### src/rtl/sha_multiround_stage_if.sv
// Beat bus between SHA-256 round stages: working state, 16-word message window, sideband tag, valid/ready handshake.
// Ports: state (a..h, state[0]=a), w (w[0]=oldest word), newblock tag, valid (producer->consumer), ready (consumer->producer).
// master drives the beat and samples ready; slave samples the beat and drives ready.
interface sha_multiround_stage_if;
  logic [7:0][31:0]  state;
  logic [15:0][31:0] w;
  logic              valid;
  logic              newblock;
  logic              ready;

  modport master (output state, output w, output valid, output newblock, input ready);
  modport slave  (input state, input w, input valid, input newblock, output ready);
endinterface

### src/rtl/sha_multiround_stage.sv
// SHA-256 pipeline stage applying ROUNDS compression rounds and advancing the message window (expand or rotate).
// Latency: 1 cycle from input acceptance to valid on dn; single output register, rounds chained combinationally.
// Backpressure: up.ready = !valid || dn.ready (no skid buffer); outputs are bit-stable while dn stalls.
// Ports: clk, rst (synchronous, active high); up = incoming beat (slave), dn = outgoing beat (master).
module sha_multiround_stage #(
  parameter int ROUNDS      = 1,
  parameter int FIRST_ROUND = 0,
  parameter bit EXPAND      = 1'b1
) (
  input  logic                          clk,
  input  logic                          rst,
  sha_multiround_stage_if.slave         up,
  sha_multiround_stage_if.master        dn
);

  typedef logic [7:0][31:0]  hash_state_t;
  typedef logic [15:0][31:0] window_t;

  if (!(ROUNDS == 1 || ROUNDS == 2 || ROUNDS == 4) || FIRST_ROUND < 0 || FIRST_ROUND > 64 - ROUNDS) begin : g_bad_param
    $error("sha_multiround_stage: illegal ROUNDS=%0d / FIRST_ROUND=%0d", ROUNDS, FIRST_ROUND);
  end

  localparam logic [31:0] K_TAB [64] = '{
    32'h428a2f98, 32'h71374491, 32'hb5c0fbcf, 32'he9b5dba5, 32'h3956c25b, 32'h59f111f1, 32'h923f82a4, 32'hab1c5ed5,
    32'hd807aa98, 32'h12835b01, 32'h243185be, 32'h550c7dc3, 32'h72be5d74, 32'h80deb1fe, 32'h9bdc06a7, 32'hc19bf174,
    32'he49b69c1, 32'hefbe4786, 32'h0fc19dc6, 32'h240ca1cc, 32'h2de92c6f, 32'h4a7484aa, 32'h5cb0a9dc, 32'h76f988da,
    32'h983e5152, 32'ha831c66d, 32'hb00327c8, 32'hbf597fc7, 32'hc6e00bf3, 32'hd5a79147, 32'h06ca6351, 32'h14292967,
    32'h27b70a85, 32'h2e1b2138, 32'h4d2c6dfc, 32'h53380d13, 32'h650a7354, 32'h766a0abb, 32'h81c2c92e, 32'h92722c85,
    32'ha2bfe8a1, 32'ha81a664b, 32'hc24b8b70, 32'hc76c51a3, 32'hd192e819, 32'hd6990624, 32'hf40e3585, 32'h106aa070,
    32'h19a4c116, 32'h1e376c08, 32'h2748774c, 32'h34b0bcb5, 32'h391c0cb3, 32'h4ed8aa4a, 32'h5b9cca4f, 32'h682e6ff3,
    32'h748f82ee, 32'h78a5636f, 32'h84c87814, 32'h8cc70208, 32'h90befffa, 32'ha4506ceb, 32'hbef9a3f7, 32'hc67178f2
  };

  function automatic logic [31:0] rotr(input logic [31:0] x, input int n);
    return (x >> n) | (x << (32 - n));
  endfunction

  function automatic logic [31:0] big_sigma0(input logic [31:0] x);
    return rotr(x, 2) ^ rotr(x, 13) ^ rotr(x, 22);
  endfunction

  function automatic logic [31:0] big_sigma1(input logic [31:0] x);
    return rotr(x, 6) ^ rotr(x, 11) ^ rotr(x, 25);
  endfunction

  function automatic logic [31:0] small_sigma0(input logic [31:0] x);
    return rotr(x, 7) ^ rotr(x, 18) ^ (x >> 3);
  endfunction

  function automatic logic [31:0] small_sigma1(input logic [31:0] x);
    return rotr(x, 17) ^ rotr(x, 19) ^ (x >> 10);
  endfunction

  // One compression round; state index 0 is a, index 7 is h.
  function automatic hash_state_t sha_round(input hash_state_t s, input logic [31:0] k, input logic [31:0] wd);
    logic [31:0] t1;
    logic [31:0] t2;
    t1 = s[7] + big_sigma1(s[4]) + ((s[4] & s[5]) ^ (~s[4] & s[6])) + k + wd;
    t2 = big_sigma0(s[0]) + ((s[0] & s[1]) ^ (s[0] & s[2]) ^ (s[1] & s[2]));
    return {s[6], s[5], s[4], s[3] + t1, s[2], s[1], s[0], t1 + t2};
  endfunction

  function automatic hash_state_t run_rounds(input hash_state_t s_in, input window_t win);
    hash_state_t s;
    s = s_in;
    for (int j = 0; j < 4; j++) begin
      if (j < ROUNDS) s = sha_round(s, K_TAB[6'(FIRST_ROUND + j)], win[4'(j)]);
    end
    return s;
  endfunction

  // x holds the window followed by up to four new schedule words. Later new
  // words read earlier ones (t-2), so ROUNDS=4 chains two expansions deep.
  // Words beyond ROUNDS are computed but never selected.
  function automatic window_t next_window(input window_t win);
    logic [31:0] x [20];
    window_t     r;
    for (int t = 0; t < 16; t++) x[5'(t)] = win[4'(t)];
    for (int t = 16; t < 20; t++) begin
      x[5'(t)] = small_sigma1(x[5'(t - 2)]) + x[5'(t - 7)] + small_sigma0(x[5'(t - 15)]) + x[5'(t - 16)];
    end
    for (int i = 0; i < 16; i++) begin
      if (EXPAND) r[4'(i)] = x[5'(i + ROUNDS)];
      else        r[4'(i)] = win[4'(i + ROUNDS)];
    end
    return r;
  endfunction

  hash_state_t state_q;
  window_t     w_q;
  logic        valid_q;
  logic        newblock_q;
  logic        accept;

  assign up.ready = !valid_q || dn.ready;
  assign accept   = up.valid && up.ready;

  // Data registers change only on acceptance; a drained beat leaves its data in place.
  always_ff @(posedge clk) begin
    if (rst) begin
      valid_q    <= 1'b0;
      newblock_q <= 1'b0;
      state_q    <= '0;
      w_q        <= '0;
    end else if (accept) begin
      valid_q    <= 1'b1;
      newblock_q <= up.newblock;
      state_q    <= run_rounds(up.state, up.w);
      w_q        <= next_window(up.w);
    end else if (dn.ready) begin
      valid_q    <= 1'b0;
    end
  end

  assign dn.valid    = valid_q;
  assign dn.newblock = newblock_q;
  assign dn.state    = state_q;
  assign dn.w        = w_q;

endmodule

### src/flat_wrapper.sv
// flat-port wrapper written by rule: the top's interface ports become plain ports
module sha_multiround_stage_flat 
#(
  parameter int ROUNDS      = 1,
  parameter int FIRST_ROUND = 0,
  parameter bit EXPAND      = 1'b1
)
  (clk, rst, up_state, up_w, up_valid, up_newblock, up_ready, dn_state, dn_w, dn_valid, dn_newblock, dn_ready);
  sha_multiround_stage_if up_i ();
  sha_multiround_stage_if dn_i ();
  input  logic clk;
  input  logic rst;
  input wire logic [$bits(up_i.state)-1:0] up_state;
  input wire logic [$bits(up_i.w)-1:0] up_w;
  input wire logic [$bits(up_i.valid)-1:0] up_valid;
  input wire logic [$bits(up_i.newblock)-1:0] up_newblock;
  output wire logic [$bits(up_i.ready)-1:0] up_ready;
  output wire logic [$bits(dn_i.state)-1:0] dn_state;
  output wire logic [$bits(dn_i.w)-1:0] dn_w;
  output wire logic [$bits(dn_i.valid)-1:0] dn_valid;
  output wire logic [$bits(dn_i.newblock)-1:0] dn_newblock;
  input wire logic [$bits(dn_i.ready)-1:0] dn_ready;
  assign up_i.state = up_state;
  assign up_i.w = up_w;
  assign up_i.valid = up_valid;
  assign up_i.newblock = up_newblock;
  assign up_ready = up_i.ready;
  assign dn_state = dn_i.state;
  assign dn_w = dn_i.w;
  assign dn_valid = dn_i.valid;
  assign dn_newblock = dn_i.newblock;
  assign dn_i.ready = dn_ready;
  sha_multiround_stage #(.ROUNDS(ROUNDS), .FIRST_ROUND(FIRST_ROUND), .EXPAND(EXPAND)) u_core (.clk(clk), .rst(rst), .up(up_i), .dn(dn_i));
endmodule
### config.mk
export PLATFORM = sky130hd
export DESIGN_NAME = sha_multiround_stage_flat
export DESIGN_NICKNAME = d
export VERILOG_FILES = /design/src/rtl/sha_multiround_stage_if.sv /design/src/rtl/sha_multiround_stage.sv /design/src/flat_wrapper.sv
export SDC_FILE = /design/constraint.sdc
export NUM_CORES = 1
export LEC_CHECK = 0
export BUFFER_PORTS_ARGS = -buffer_cell sky130_fd_sc_hd__buf_2
export CAP_MARGIN = 20
export CORE_AREA = 2 2 599 601
export DETAILED_ROUTE_END_ITERATION = 8
export DIE_AREA = 0 0 601 603
export GPL_ROUTABILITY_DRIVEN = 1
export SLEW_MARGIN = 20
export SYNTH_ARGS = -nofsm -noshare
export SYNTH_HDL_FRONTEND = slang
export SYNTH_SLANG_ARGS = --single-unit
### constraint.sdc
create_clock -name clk -period 25.3 [get_ports clk]
set_input_delay 7.59 -clock clk [delete_from_list [all_inputs] [get_ports clk]]
set_output_delay 7.59 -clock clk [all_outputs]
set_load 0.02 [all_outputs]
==> results.py <==
metrics = {
    "synth": {
        "synth_area_per_cell_um2": 7.893,
        "synthArstFlopShare": 0,
        "synth_xor_area_frac": 0.06795,
        "yosysSeqAreaShare": 0.3475,
        "synth_area_leaders": "dfxtp_1, nand2_1, a21oi_1",
        "synthFlopType": "dfxtp_1",
        "synth_warnings": 0,
        "synth_top_family_by_area": "simple AND/OR/NAND/NOR gates",
        "syn_area_mm2": 0.02777,
        "synth-simple-area-share": 0.1549,
        "synth_top_area_frac": 0.3475,
        "synth-adder-area-share": 0.1299,
        "synth_compound_area_frac": 0.1512,
        "synth_edf_count": 0,
        "synthMuxAreaShare": 0.01271,
        "yosysTopAreaCell": "dfxtp_1",
        "ys_seq_elements": 482,
        "synth.distinct_cells": 69,
        "syn_inst": 3518,
    },
    "placed_design": {
        "placed_cells": 9077,
        "dp_slack_ps": 9407,
        "gp_congestion": 0.9260,
        "dp_hpwl_um": 203100,
        "portBuffers": 999,
    },
    "timing": {
        "max_slew_margin": 0.2392,
        "fin_ws_ps": 9572,
        "fin_crit_sh": 0.6217,
        "hold_ws_ps": 445.9,
        "rsz0062_at_grt": "no",
        "worst_slew_pin_slew_ps": 1129,
        "fin_setup_tns_ps": 0,
        "finClkSkew_ps": 47.40,
        "fmax_ghz": 0.06358,
        "drv_slew": 0,
        "setup_viol": 0,
        "fin_crit_ps": 15730,
        "hold_violations": 0,
    },
    "run_status": {
        "outcome": "finished, final reports clean",
    },
    "cts": {
        "clk_pin_slew_ps": 50,
        "ctsLongestPathBuffers": 4,
        "cts_hold_buf": 0,
        "cts.sinks": 482,
        "htreeDepth": 3,
        "clock_latency_ps": 760,
        "post_cts_resized": 0,
        "post-cts-setup-buffers": 0,
        "cts_tree": "yes",
        "cts-root-buf": "clkbuf_16",
        "cts_buffers": 76,
    },
    "setup_path": {
        "end_kind": "primary output",
        "worst_setup_path_start_kind": "input pin",
        "slowest_delay_ps": 260,
        "critPathMaxFanout": 4,
        "crit_required_ps": 17710,
        "crit_family": "buffers and inverters",
        "cp_num_buf_inv": 2,
        "worstPathArrival_ps": 8140,
        "slowest_stage": "buf_2",
        "cpMostUsedCell": "buf_2",
        "worstSetupPathType": "in2out",
        "crit_chain": "buf_2, nand2b_1, buf_2",
        "regToRegSetupSlack_ps": 21080,
    },
    "detailed_routing": {
        "vias_per_cell": 2.976,
        "drt_iter0_drc": 2123,
        "firstDrtPassIters": 5,
        "wire_per_inst_um": 24.89,
        "ant_nets": 0,
        "routed_wl_um": 230600,
        "post-route-drc-count": 0,
        "vias": 27570,
    },
    "run": {
        "maxCapViolCount": 0,
    },
    "floorplanning": {
        "dieWidth_um": 601,
        "row_count": 219,
        "io_pins": 1544,
        "coreArea_mm2": 0.3554,
        "dieArea_mm2": 0.3624,
        "start_util": 0.07813,
        "die_h_um": 603,
    },
    "power": {
        "power.density_mw_per_mm2": 137.4,
        "leakagePower_nw": 17.40,
        "irDropWorstVdd_mv": 0.09415,
    },
    "layout": {
        "drive_above_1_share": 0.2708,
        "finalNetCount": 5393,
        "fin_cells": 9266,
        "syn2layout_area_growth_pct": 43.33,
    },
    "hold_path": {
        "holdCritPathClass": "reg2reg",
    },
    "global_routing": {
        "track_usage": 0.1213,
        "grt_pass1_wl_um": 280400,
        "grt_overflow": 0,
        "grt_max_degree": 87,
        "grt_pass1_vias": 25000,
        "antenna_found_initial": 255,
    },
}
worst reg2reg max path: stages (launching register included):
cell and delay, ps:
dfxtp_1 300, nand2b_1 170, and2_4 420, buf_4 560
buf_4 680, buf_4 760, buf_4 720, nand2_1 330
a21oi_1 160
layer usage:
metal  vias up  track usage  share of wire
met5         -            0         0.0042
met4       150      0.05838          0.056
met2      1370       0.2013           0.47
li1      12660            -              -
met3       537      0.05255           0.10
met1     12860       0.1322           0.37
placed cells by master, fill, tap and decap left out, types with 12 or more instances in the layout:
master	synthesis	routed
buf_2	0	998
nand2_1	968	967
a21oi_1	531	531
dfxtp_1	482	482
conb_1	1	288
inv_1	200	200
xnor2_1	152	138
ha_1	121	121
fa_1	95	95
clkbuf_16	0	77
diode_2	0	61
xor2_1	59	54
o21ai_0	55	53
a21o_1	49	49
nor2_1	39	39
buf_4	288	38
nand3_1	22	22
maj3_1	19	19
mux2_2	18	18
a211oi_1	15	15
xnor2_2	1	15
mux2i_1	15	14
o21bai_1	14	14
a31oi_1	14	14
clkbuf_1	221	14
o21a_1	13	13
nand2b_1	12	12
clkbuf_8	0	12
report_power, final:
group | switching (mW) | internal (mW) | leakage (nW)
Clock | 0.450 | 0.634 | 1.18
Sequential | 0.0307 | 0.835 | 3.97
Combinational | 2.24 | 1.27 | 12.3
Total | 2.72 | 2.74 | 17.4
per-stage QoR:
stage          utilization  total power [mW]  cell area, um2
2_1_floorplan            -             3.154           28850
3_3_place_gp        0.1048             4.500           37230
3_5_place_dp        0.1048             4.514           37230
4_1_cts             0.1116             5.655           39650
5_1_grt             0.1117             5.933           39680
6_report            0.1120             5.468           39800
area by class of cell:
class	count	area, um2
clock buffers	103	2145
well taps	4751	5944
flip-flops and latches	482	9649
diodes	61	152.6
clock inverters	25	272.8
inverters	200	750.7
repair buffers	1037	5295
fillers	41560	315600
multi-input cells	2607	15590
cell usage after synthesis, drive strengths merged (5+ instances only):
cell	count
a31oi	14
a21oi	533
and3	8
nand3	22
nand2b	12
nor3	7
ha	121
xor2	59
o21a	13
xnor2	153
dfxtp	482
clkbuf	222
nor2b	7
mux2	18
a211oi	17
buf	294
nand4	9
fa	95
and2	5
a21o	49
inv	200
maj3	19
nand2	968
nor2	40
o21ai	59
o21bai	14
mux2i	15
o211ai	7
or3	5
cell families after synthesis:
group / count (synthesis)
flip-flops: 482
AND/OR/NAND/NOR: 1094
XOR/XNOR: 213
adder cells (fa/ha/maj): 235
AO/OA/AOI/OAI: 744
other: 1
multiplexers: 33
buffers and inverters: 716
final timing paths:
path                                         start                           endpoint  cells past startpoint
hold / removal    u_core.dn.state[11]$_SDFFE_PP0P_   u_core.dn.state[11]$_SDFFE_PP0P_                      2
hold reg to reg   u_core.dn.state[11]$_SDFFE_PP0P_   u_core.dn.state[11]$_SDFFE_PP0P_                      2
setup reg to reg      u_core.dn.valid$_SDFFE_PP0P_  u_core.dn.state[231]$_SDFFE_PP0P_                      8
setup / recovery                          dn_ready                           up_ready                      3
sequential cells by signal (all words and copies together), names as in the netlist:
signal              flops
u_core.dn.newblock      1
u_core.dn.state       256
u_core.dn.valid         1
u_core.dn.w           224
Note: power is estimated with default switching activity, not from simulation.
